[config.mk]
export PLATFORM = sky130hd
export DESIGN_NAME = digit_serial_subtractor
export DESIGN_NICKNAME = d
export VERILOG_FILES = /design/src/rtl/sub_pkg.sv /design/src/rtl/sub_digit.sv /design/src/rtl/digit_serial_subtractor.sv
export SDC_FILE = /design/constraint.sdc
export NUM_CORES = 1
export LEC_CHECK = 0
export BUFFER_PORTS_ARGS = -buffer_cell sky130_fd_sc_hd__buf_2
export CAP_MARGIN = 40
export CORE_AREA = 3 3 108 110
export CTS_CLUSTER_DIAMETER = 30
export DETAILED_ROUTE_END_ITERATION = 6
export DIE_AREA = 0 0 111 113
export HOLD_SLACK_MARGIN = 0.12
export PLACE_DENSITY = 0.74
export SLEW_MARGIN = 10
export SYNTH_ARGS = -nofsm -noshare
export SYNTH_HDL_FRONTEND = slang
export SYNTH_SLANG_ARGS = --single-unit
[constraint.sdc]
create_clock -name clk -period 11.1 [get_ports clk]
set_input_delay 0.555 -clock clk [delete_from_list [all_inputs] [get_ports clk]]
set_output_delay 0.555 -clock clk [all_outputs]
set_load 0.05 [all_outputs]
[src/rtl/sub_pkg.sv]
`default_nettype none
// +----------------------------------------------------------------------------+
// | sub_pkg : shared FSM state type and sizing helper for the digit subtractor |
// | Revision: 1.0                                                              |
// +----------------------------------------------------------------------------+
package sub_pkg;

  typedef enum logic [1:0] {
    IDLE = 2'd0,
    RUN  = 2'd1,
    DONE = 2'd2
  } sub_state_t;

  // Digit counter width; never narrower than one bit so NDIG==1 still builds.
  function automatic int cnt_width(input int ndig);
    return (ndig > 1) ? $clog2(ndig) : 1;
  endfunction

endpackage
`default_nettype wire

[src/rtl/sub_digit.sv]
`default_nettype none
// +----------------------------------------------------------------------------+
// | sub_digit : combinational DIGIT-bit ripple-borrow subtractor, d = x-y-bin  |
// | Revision: 1.0                                                              |
// +----------------------------------------------------------------------------+
module sub_digit #(
  parameter int DIGIT = 4
) (
  input  logic [DIGIT-1:0] x,
  input  logic [DIGIT-1:0] y,
  input  logic             bin,
  output logic [DIGIT-1:0] d,
  output logic             bout,
  output logic             msb_bin
);

  logic [DIGIT:0] w_brw;

  assign w_brw[0] = bin;

  for (genvar i = 0; i < DIGIT; i++) begin : g_bit
    assign d[i]         = x[i] ^ y[i] ^ w_brw[i];
    assign w_brw[i + 1] = (~x[i] & y[i]) | (~(x[i] ^ y[i]) & w_brw[i]);
  end

  assign bout    = w_brw[DIGIT];
  assign msb_bin = w_brw[DIGIT-1];

endmodule
`default_nettype wire

[src/rtl/digit_serial_subtractor.sv]
`default_nettype none
// +----------------------------------------------------------------------------+
// | digit_serial_subtractor : diff = a - b - bin, DIGIT bits per clock, with   |
// | valid/ready handshakes. Optional ovf port with SUB_SIGNED_OVF_EN. Rev 1.0  |
// +----------------------------------------------------------------------------+
module digit_serial_subtractor
  import sub_pkg::*;
#(
  parameter int WIDTH = 32,
  parameter int DIGIT = 4
) (
  input  logic             clk,
  input  logic             rst,
  input  logic             in_valid,
  output logic             in_ready,
  input  logic [WIDTH-1:0] a,
  input  logic [WIDTH-1:0] b,
  input  logic             bin,
  output logic             out_valid,
  input  logic             out_ready,
  output logic [WIDTH-1:0] diff,
  output logic             bout,
  output logic             busy
`ifdef SUB_SIGNED_OVF_EN
  ,
  output logic             ovf
`endif
);

  localparam int NDIG = WIDTH / DIGIT;
  localparam int CNTW = cnt_width(NDIG);
  localparam logic [CNTW-1:0] LAST_CNT = CNTW'(NDIG - 1);

  if ((WIDTH % DIGIT) != 0) begin : g_width_check
    $error("digit_serial_subtractor: WIDTH must be a multiple of DIGIT");
  end

  sub_state_t       r_state;
  sub_state_t       w_next;
  logic [WIDTH-1:0] r_a;
  logic [WIDTH-1:0] r_b;
  logic [WIDTH-1:0] r_diff;
  logic             r_brw;
  logic             r_bout;
  logic [CNTW-1:0]  r_cnt;

  logic             w_accept;
  logic             w_last;
  int               w_base;
  logic [DIGIT-1:0] w_d;
  logic             w_dbout;
`ifdef SUB_SIGNED_OVF_EN
  logic             w_msb_bin;
  logic             r_ovf;
`else
  logic             w_unused_msb_bin;
`endif

  assign in_ready  = (r_state == IDLE) || ((r_state == DONE) && out_ready);
  assign out_valid = (r_state == DONE);
  assign busy      = (r_state == RUN);
  assign diff      = r_diff;
  assign bout      = r_bout;
  assign w_accept  = in_valid && in_ready;
  assign w_last    = (r_cnt == LAST_CNT);
  assign w_base    = int'(r_cnt) * DIGIT;

  sub_digit #(
    .DIGIT (DIGIT)
  ) u_digit (
    .x       (r_a[w_base +: DIGIT]),
    .y       (r_b[w_base +: DIGIT]),
    .bin     (r_brw),
    .d       (w_d),
    .bout    (w_dbout),
`ifdef SUB_SIGNED_OVF_EN
    .msb_bin (w_msb_bin)
`else
    .msb_bin (w_unused_msb_bin)
`endif
  );

  always_comb begin
    w_next = r_state;
    case (r_state)
      IDLE:    if (w_accept) w_next = RUN;
      RUN:     if (w_last) w_next = DONE;
      DONE: begin
        // Retire and restart in one edge when a new operand set is waiting.
        if (out_ready) w_next = in_valid ? RUN : IDLE;
      end
      default: w_next = IDLE;
    endcase
  end

  always_ff @(posedge clk) begin
    if (rst) begin
      r_state <= IDLE;
      r_a     <= '0;
      r_b     <= '0;
      r_diff  <= '0;
      r_brw   <= 1'b0;
      r_bout  <= 1'b0;
      r_cnt   <= '0;
    end else begin
      r_state <= w_next;
      if (w_accept) begin
        r_a   <= a;
        r_b   <= b;
        r_brw <= bin;
        r_cnt <= '0;
      end else if (r_state == RUN) begin
        r_diff[w_base +: DIGIT] <= w_d;
        r_brw                   <= w_dbout;
        r_cnt                   <= r_cnt + 1'b1;
        if (w_last) r_bout <= w_dbout;
      end
    end
  end

`ifdef SUB_SIGNED_OVF_EN
  // Signed overflow: borrow into the MSB differs from borrow out of it.
  always_ff @(posedge clk) begin
    if (rst) begin
      r_ovf <= 1'b0;
    end else if (!w_accept && (r_state == RUN) && w_last) begin
      r_ovf <= w_msb_bin ^ w_dbout;
    end
  end

  assign ovf = r_ovf;
`endif

endmodule
`default_nettype wire

==> impl_metrics.json, run 1 <==
{
  "cpPeakStageDelay_ps": 560,
  "p_comb_share_pct": 15.0,
  "cts_sinks": 103,
  "antenna_found_initial": 0,
  "critPathMostFrequentCell": "fa_1",
  "fp.dieH_um": 113,
  "syn_to_final_growth_pct": 16.2,
  "fin_crit_sh_pct": 33.8,
  "min_period_ps": 3760,
  "grt_pass1_vias": 4000,
  "ys_warn_count": 0,
  "maxCapViolCount": 0,
  "finalWirelength_mm": 11.4,
  "worst_setup_path_startpoint": "r_cnt[0]",
  "drcViolationCount": 0,
  "rsz0062_at_grt": "false",
  "num_antenna_cells": 0,
  "worst_r2r_startpoint": "r_cnt[0]",
  "arrival_ps": 4040,
  "path_max_fanout": 29,
  "cp.required_ps": 11390,
  "r2r_cells": 12,
  "hold_violations": 0,
  "total_power_mw": 0.725,
  "final_util_pct": 51.6,
  "fill_cells": 1011,
  "postPlaceCellArea_um2": 5390,
  "fin_tns_setup_ps": 0,
  "num_rows": 38,
  "worstMarginPinSlew_ps": 650,
  "multi_input_area_um2": 2490,
  "grt_pass1_wl_mm": 18.9,
  "syn_nets": 597,
  "hold_buffers": 0,
  "relSlewSlack_pct": 56.7,
  "syn-instance-count": 517,
  "vias_per_cell": 5.51,
  "coreArea_um2": 10800,
  "design_area_um2": 5570,
  "dr.first_iter.drc_count": 234,
  "cts_tree": "built",
  "place_congestion": 0.781,
  "postCtsSetupBuffers": 0,
  "clkPwrFrac_pct": 30.6,
  "path_cells": "buf_4, mux4_2, mux2i_1, fa_1, inv_1, fa_1, fa_1, inv_1, fa_1, nor3_1, nand3_1, mux2i_1",
  "die_area_um2": 12500,
  "finalNetCount": 669,
  "grt_overflow_total": 0,
  "post_cts_resized": 0,
  "htreeDepth": 3,
  "vdd_drop_max_v": 0.0000820,
  "initial_core_util_pct": 44.4,
  "crit_end": "diff[23]",
  "crit_type": "reg2reg",
  "clk_pin_slew_worst_paths_ps": 110,
  "crit_path_top_delay_cell": "mux4_2",
  "clk_latency_ps": 370,
  "final_max_slew_viol_count": 0,
  "syn_area_um2": 4790,
  "critPathLaunchType": "flip-flop",
  "clockRootBuffer": "clkbuf_8",
  "drive_gt1_share_pct": 25.9,
  "avgRoutedWirePerCell_um": 15.6,
  "p_seq_share_pct": 54.4,
  "fin_skew_ps": 16.4,
  "grt_max_degree": 66,
  "dieWidth_um": 111,
  "power.switching_mw": 0.207,
  "yosys_register_bits": 103,
  "hp-class": "in2reg",
  "reg2reg_slack_ps": 7340,
  "hold_path_startpoint": "b[3]",
  "dr.pass1.iters": 5,
  "p_int_mw": 0.518,
  "switching_share_pct": 28.6,
  "avgSynthCellArea_um2": 9.27,
  "seqCellArea_um2": 2060,
  "rr_endpoint": "diff[23]",
  "numCtsBuffers": 9,
  "vias": 4041,
  "setup_viol": 0,
  "grtUsageTotal_pct": 18.1,
  "portBuffers": 104,
  "clockBufferDepth": 2,
  "leakagePower_nw": 2.27,
  "post_synth_num_cell_types": 30,
  "cp-end-kind": "flip-flop",
  "p_per_area_nw_per_um2": 130,
  "num_io_pins": 105,
  "dp_hpwl_mm": 8.21,
  "antenna_left": 0,
  "seq_area_frac_synth_pct": 43.0,
  "fmax_ghz": 0.266,
  "status": "finished clean"
}
==> area by class of cell <==
type | count | share of cell area (%)
clock buffer | 10 | 2.29
clock inverter | 6 | 0.943
inverter | 5 | 0.337
multi-input combinational | 358 | 44.7
sequential | 103 | 37.0
tap | 140 | 3.14
timing repair buffer | 112 | 11.6
==> sequential cells by signal, indices dropped and copies added (netlist names) <==
name,cells
r_a,32
diff,32
r_brw,1
bout,1
r_cnt,3
r_b,32
r_state,2
==> placed cells by master (no fill, tap or decap), types with 6 or more instances in the layout <==
master    Yosys  layout
o21ai_0      64      64
buf_2         6     104
mux2i_1      39      39
dfxtp_1     103     103
clkbuf_8      0       9
ha_1          7       7
a21oi_1      67      67
mux4_2       16      16
nand2_1      18      18
nand3_1      72      72
nor3_1        6       6
nand2b_1     38      36
==> worst max-delay path: cells and delay by family, from the launching register on <==
family	cells	cell delay (ps)
mux	3	910
flops	1	320
fa+ha+maj	4	1430
simple gates	2	500
buf+inv	3	520
==> synth_stat cells <==
cell type,number,area share [%]
a211oi_1,1,0.16
a21oi_1,67,7.0
and2b_1,1,0.16
and4_4,3,0.70
buf_1,2,0.16
buf_2,6,0.63
buf_6,6,1.4
clkbuf_1,37,2.9
dfxtp_1,103,43
fa_1,4,1.7
ha_1,7,1.8
inv_1,4,0.31
inv_2,1,0.078
mux2i_1,39,8.1
mux4_2,16,7.5
nand2_1,18,1.4
nand2b_1,38,5.0
nand3_1,72,7.5
nand3b_1,1,0.16
nand4_1,2,0.26
nand4b_1,3,0.55
nor2_1,4,0.31
nor2b_1,6,0.78
nor3_1,6,0.63
nor4b_1,1,0.18
o2111a_1,1,0.23
o21ai_0,64,6.7
or2_2,2,0.26
or3_4,1,0.23
xnor2_1,1,0.18
==> worst min-delay path by stage <==
stage,endpoint,slack [ps],cells past startpoint
2_1_floorplan,r_a[10],450,2
6_report,r_b[3],420,3
5_1_grt,r_b[26],410,3
4_1_cts,r_b[3],410,3
3_3_place_gp,diff[9],460,2
3_5_place_dp,diff[19],470,2
==> metal layers <==
metal / global-route usage [%] / share of wire (%) / vias up
met1: 24.8 / 46 / 1917
li1: - / - / 1980
met4: 5.50 / 1.3 / 0
met2: 29.5 / 47 / 132
met3: 2.94 / 5.8 / 12
met5: 0 / 0 / -
==> through the flow <==
step	instances	setup slack, ps	hold slack (ps)
after floorplan	517	7530	451
after global placement	714	7440	458
after detailed placement	718	7330	465
after CTS	734	7310	409
after global routing	734	7090	414
final	734	7340	422
==> logic make-up after synthesis <==
kind of cell | after synthesis | synth area share [%]
xor gates and xnor gates | 1 | 0.183
adders and majority gates | 11 | 3.50
buffers and inverters | 56 | 5.48
and+or+nand+nor | 158 | 18.1
AOI/OAI and AO/OA | 133 | 14.1
muxes | 55 | 15.7
DFF | 103 | 43.0
==> power by group through the flow <==
| stage | Sequential, mW | Clock (mW) | Combinational [mW] |
|---|---|---|---|
| 2_1_floorplan | 0.405 | 0 | 0.0721 |
| 3_3_place_gp | 0.402 | 0 | 0.105 |
| 3_5_place_dp | 0.403 | 0 | 0.110 |
| 4_1_cts | 0.394 | 0.225 | 0.110 |
| 5_1_grt | 0.396 | 0.239 | 0.121 |
| 6_report | 0.394 | 0.222 | 0.109 |
(Power assumes the default switching activity.)
==> run 2: changes to the inputs <==
clock period = 3.47 ns   (was 11.1 ns; I/O delays follow)
==> impl_metrics.json, run 2 (synthesized netlist as in run 1, its figures left out) <==
{
  "fin_crit_sh_pct": 95.1,
  "clk_latency_ps": 370,
  "portBuffers": 104,
  "min_period_ps": 3300,
  "coreArea_um2": 10800,
  "clk_pin_slew_worst_paths_ps": 100,
  "vias": 4352,
  "leakagePower_nw": 2.56,
  "setup_viol": 0,
  "initial_core_util_pct": 44.4,
  "grt_overflow_total": 0,
  "p_per_area_nw_per_um2": 385,
  "status": "finished clean",
  "r2r_cells": 11,
  "hp-class": "in2reg",
  "numCtsBuffers": 9,
  "vdd_drop_max_v": 0.000186,
  "postPlaceCellArea_um2": 5390,
  "hold_path_startpoint": "bin",
  "drive_gt1_share_pct": 24.2,
  "fin_skew_ps": 15.5,
  "final_util_pct": 58.1,
  "fin_tns_setup_ps": 0,
  "hold_violations": 0,
  "cts_sinks": 103,
  "vias_per_cell": 5.43,
  "postCtsSetupBuffers": 0,
  "crit_type": "reg2reg",
  "most-common-layout-cells": "buf_2, dfxtp_1, nand3_1",
  "finalNetCount": 736,
  "num_rows": 38,
  "avgRoutedWirePerCell_um": 15.9,
  "pre_cts_ws_ps": 3.47,
  "antenna_left": 0,
  "design_area_um2": 6270,
  "htreeDepth": 3,
  "antenna_found_initial": 1,
  "grt_pass1_wl_mm": 21.1,
  "clockBufferDepth": 2,
  "die_area_um2": 12500,
  "cts_tree": "built",
  "worst_r2r_startpoint": "r_cnt[0]",
  "worst_slack_ps": 170,
  "hold_path_depth": 3,
  "total_power_mw": 2.41,
  "dp_hpwl_mm": 8.47,
  "finalWirelength_mm": 12.7,
  "dieWidth_um": 111,
  "arrival_ps": 3580,
  "fmax_ghz": 0.303,
  "rr_endpoint": "diff[23]",
  "grt_pass1_vias": 4373,
  "fp.dieH_um": 113,
  "worstHoldEndpoint": "r_brw",
  "worstMarginPinSlew_ps": 896,
  "critPathLaunchType": "flip-flop",
  "syn_to_final_growth_pct": 30.7,
  "num_io_pins": 105,
  "grt_max_degree": 62,
  "dr.pass1.iters": 5,
  "final_common_cell": "buf_2",
  "dr.first_iter.drc_count": 261,
  "reg2reg_slack_ps": 170,
  "maxCapViolCount": 0,
  "relSlewSlack_pct": 40.3,
  "grtUsageTotal_pct": 20.3,
  "fill_cells": 937,
  "final_max_slew_viol_count": 0,
  "cp-end-kind": "flip-flop",
  "rsz0062_at_grt": "false",
  "cp.required_ps": 3750,
  "drcViolationCount": 0,
  "place_congestion": 0.775,
  "clockRootBuffer": "clkbuf_8",
  "path_max_fanout": 4
}
[run 2: cell count changes in the layout (fill, tap and decap cells not counted), sizes merged]
cell         change
clkinv           -1
clkbuf           +2
diode            +1
dlygate4sd3     +65
clkinvlp         -1
buf              +2
[run 2: timing repair]
| action | CTS | global route |
|---|---|---|
| pin swaps | 0 | 1 |
| hold buffers | 65 | 0 |
| gates resized for setup | 2 | 7 |
| setup endpoints to repair | 6 | 8 |
| endpoints found under the hold margin | 65 | 0 |
[run 2: report_power, final]
part	switching, mW	total (mW)	internal (mW)
combinational	0.220	0.422	0.202
sequential	0.0302	1.27	1.23
clock	0.415	0.726	0.311
total	0.665	2.41	1.75
[run 2: layout make-up]
type                       count  area (µm²)  area share, %
timing repair buffer         179        1300           20.7
inverter                       5        18.8          0.299
clock inverter                 4        36.3          0.579
tap                          140         175           2.79
clock buffer                  12         155           2.48
sequential                   103        2070           33.0
antenna                        1        2.50         0.0399
multi-input combinational    358        2520           40.1
[run 2: worst max-delay path, stage by stage, from the launching register on]
cell and delay [ps]:
dfxtp_4 390, mux4_2 530, mux2i_4 170, fa_2 220, inv_1 60, fa_1 400, fa_1 360, inv_1 90
fa_1 470, nor3_4 240, nand3_1 120, mux2i_1 140
[run 2: per-stage QoR]
step,hold slack [ps],instances
2_1_floorplan,321,517
3_3_place_gp,431,717
3_5_place_dp,434,720
4_1_cts,168,801
5_1_grt,189,802
6_report,188,802
[run 2: worst max path at each step]
stage | start | cells past startpoint | slack (ps) | end
floorplan | r_cnt[0] | 13 | 2 | diff[7]
global placement | r_cnt[0] | 13 | 110 | diff[7]
detailed placement | r_cnt[0] | 13 | 3 | diff[7]
CTS | r_cnt[0] | 11 | 100 | diff[7]
global route | r_cnt[0] | 11 | 10 | diff[23]
finish | r_cnt[0] | 11 | 170 | diff[23]
[run 2: metal layers]
layer  vias to the layer above  GRT usage [%]  share of wire, %
met5                         -              0                 0
met4                         0           5.75               1.6
met2                       156           35.1                49
met3                        18           4.49               5.8
met1                      2060           25.7                43
li1                       2118              -                 -
==> run 3: changes to the inputs <==
CORE_AREA = 3 3 114 116   (was 3 3 108 110)
DIE_AREA = 0 0 117 119   (was 0 0 111 113)
PLACE_DENSITY = unset   (was 0.74)
PLACE_DENSITY_LB_ADDON = 0.15   (was unset)
==> impl_metrics.json, run 3 (synthesized netlist as in run 1, its figures left out) <==
{
  "die_area_um2": 13900,
  "fin_crit_sh_pct": 94.2,
  "numCtsBuffers": 9,
  "rsz0062_at_grt": "false",
  "vdd_drop_max_v": 0.000199,
  "antenna_left": 0,
  "finalWirelength_mm": 12.7,
  "fin_tns_setup_ps": 0,
  "relSlewSlack_pct": 46.8,
  "portBuffers": 104,
  "worstMarginPinSlew_ps": 797,
  "dr.pass1.iters": 4,
  "clockBufferDepth": 2,
  "total_power_mw": 2.65,
  "maxCapViolCount": 0,
  "status": "finished clean",
  "finalNetCount": 733,
  "path_max_fanout": 4,
  "min_period_ps": 3270,
  "drcViolationCount": 0,
  "p_per_area_nw_per_um2": 421,
  "clk_pin_slew_worst_paths_ps": 70,
  "num_io_pins": 105,
  "postCtsSetupBuffers": 0,
  "worst_slack_ps": 201,
  "grt_overflow_total": 0,
  "pre_cts_ws_ps": 80.0,
  "leakagePower_nw": 2.58,
  "grt_pass1_wl_mm": 21.5,
  "clockRootBuffer": "clkbuf_16",
  "grtUsageTotal_pct": 19.1,
  "hold_violations": 0,
  "fill_cells": 1143,
  "critPathMostFrequentCell": "fa_1",
  "most-common-layout-cells": "buf_2, dfxtp_1, nand3_1",
  "cp.required_ps": 3720,
  "num_antenna_cells": 0,
  "grt_pass1_vias": 4400,
  "dieWidth_um": 117,
  "crit_path_top_delay_cell": "mux4_2",
  "initial_core_util_pct": 39.9,
  "fp.dieH_um": 119,
  "path_cells": "mux4_2, mux2i_2, fa_1, inv_1, fa_1, fa_1, inv_1, fa_1, nor3_4, nand2_1, mux2i_1",
  "avgRoutedWirePerCell_um": 15.8,
  "hp-class": "in2reg",
  "vias": 4290,
  "cts_sinks": 103,
  "coreArea_um2": 12000,
  "setup_viol": 0,
  "arrival_ps": 3520,
  "drive_gt1_share_pct": 24.5,
  "cp-end-kind": "flip-flop",
  "place_congestion": 0.860,
  "final_util_pct": 52.4,
  "antenna_found_initial": 0,
  "dr.first_iter.drc_count": 244,
  "grt_max_degree": 52,
  "fmax_ghz": 0.306,
  "crit_type": "reg2reg",
  "final_common_cell": "buf_2",
  "syn_to_final_growth_pct": 31.3,
  "fin_skew_ps": 10.1,
  "vias_per_cell": 5.33,
  "critPathLaunchType": "flip-flop",
  "htreeDepth": 3,
  "dp_hpwl_mm": 8.75,
  "cts_tree": "built",
  "final_max_slew_viol_count": 0,
  "clk_latency_ps": 340,
  "cpPeakStageDelay_ps": 520,
  "num_rows": 40
}
[run 3: cell types whose count changed in the layout (fill, tap and decap cells not counted), moves of 3 or more]
| cell | change |
|---|---|
| clkbuf_16 | +9 |
| clkbuf_8 | -9 |
| dlygate4sd3_1 | -4 |
| buf_4 | +3 |
[run 3: path summary, 6_finish.rpt]
| path | cells after the start | from | endpoint | slack, ps |
|---|---|---|---|---|
| max | 11 | r_cnt[0] | diff[31] | 200 |
| min | 3 | b[20] | r_b[20] | 120 |
| max reg2reg | 11 | r_cnt[0] | diff[31] | 200 |
| min reg2reg | 2 | diff[22] | diff[22] | 470 |
[run 3: area by class of cell]
class,count,area [µm²],area share (%)
clock buffer,11,253,4.01
clock inverter,5,38.8,0.616
inverter,5,18.8,0.298
multi-input combinational,358,2500,39.8
sequential,103,2060,32.8
tap,147,184,2.92
timing repair buffer,176,1230,19.6
[run 3: stage by stage]
stage / cells / area, µm² / hold slack, ps
after floorplan: 517 / 4800 / 321
final: 805 / 6300 / 125
after global placement: 727 / 5350 / 427
after CTS: 805 / 6280 / 121
after detailed placement: 728 / 5370 / 434
after global routing: 805 / 6300 / 145
[run 3: metal layers]
layer / wire (µm) / GRT usage, % / vias to the layer above
met1: 5470 / 24.7 / 2072
li1: - / - / 2110
met3: 501 / 3.15 / 13
met4: 147 / 5.09 / 0
met2: 6620 / 32.8 / 95
met5: 0 / 0 / -
[run 3: critical path: cells and delay by family (launching register included)]
| family | cells | cell delay, ps |
|---|---|---|
| buf+inv | 2 | 130 |
| flops | 1 | 390 |
| simple gates | 2 | 350 |
| fa+ha+maj | 4 | 1430 |
| mux | 3 | 880 |
[run 3: power breakdown]
group | internal (mW) | switching (mW)
clock | 0.532 | 0.445
combinational | 0.197 | 0.212
sequential | 1.24 | 0.0302
total | 1.96 | 0.687
[run 3: repair_timing]
action	4_1_cts	5_1_grt
gates resized for setup	1	4
pin swaps	0	1
hold buffers	61	0
setup endpoints to repair	1	6
endpoints found under the hold margin	61	0
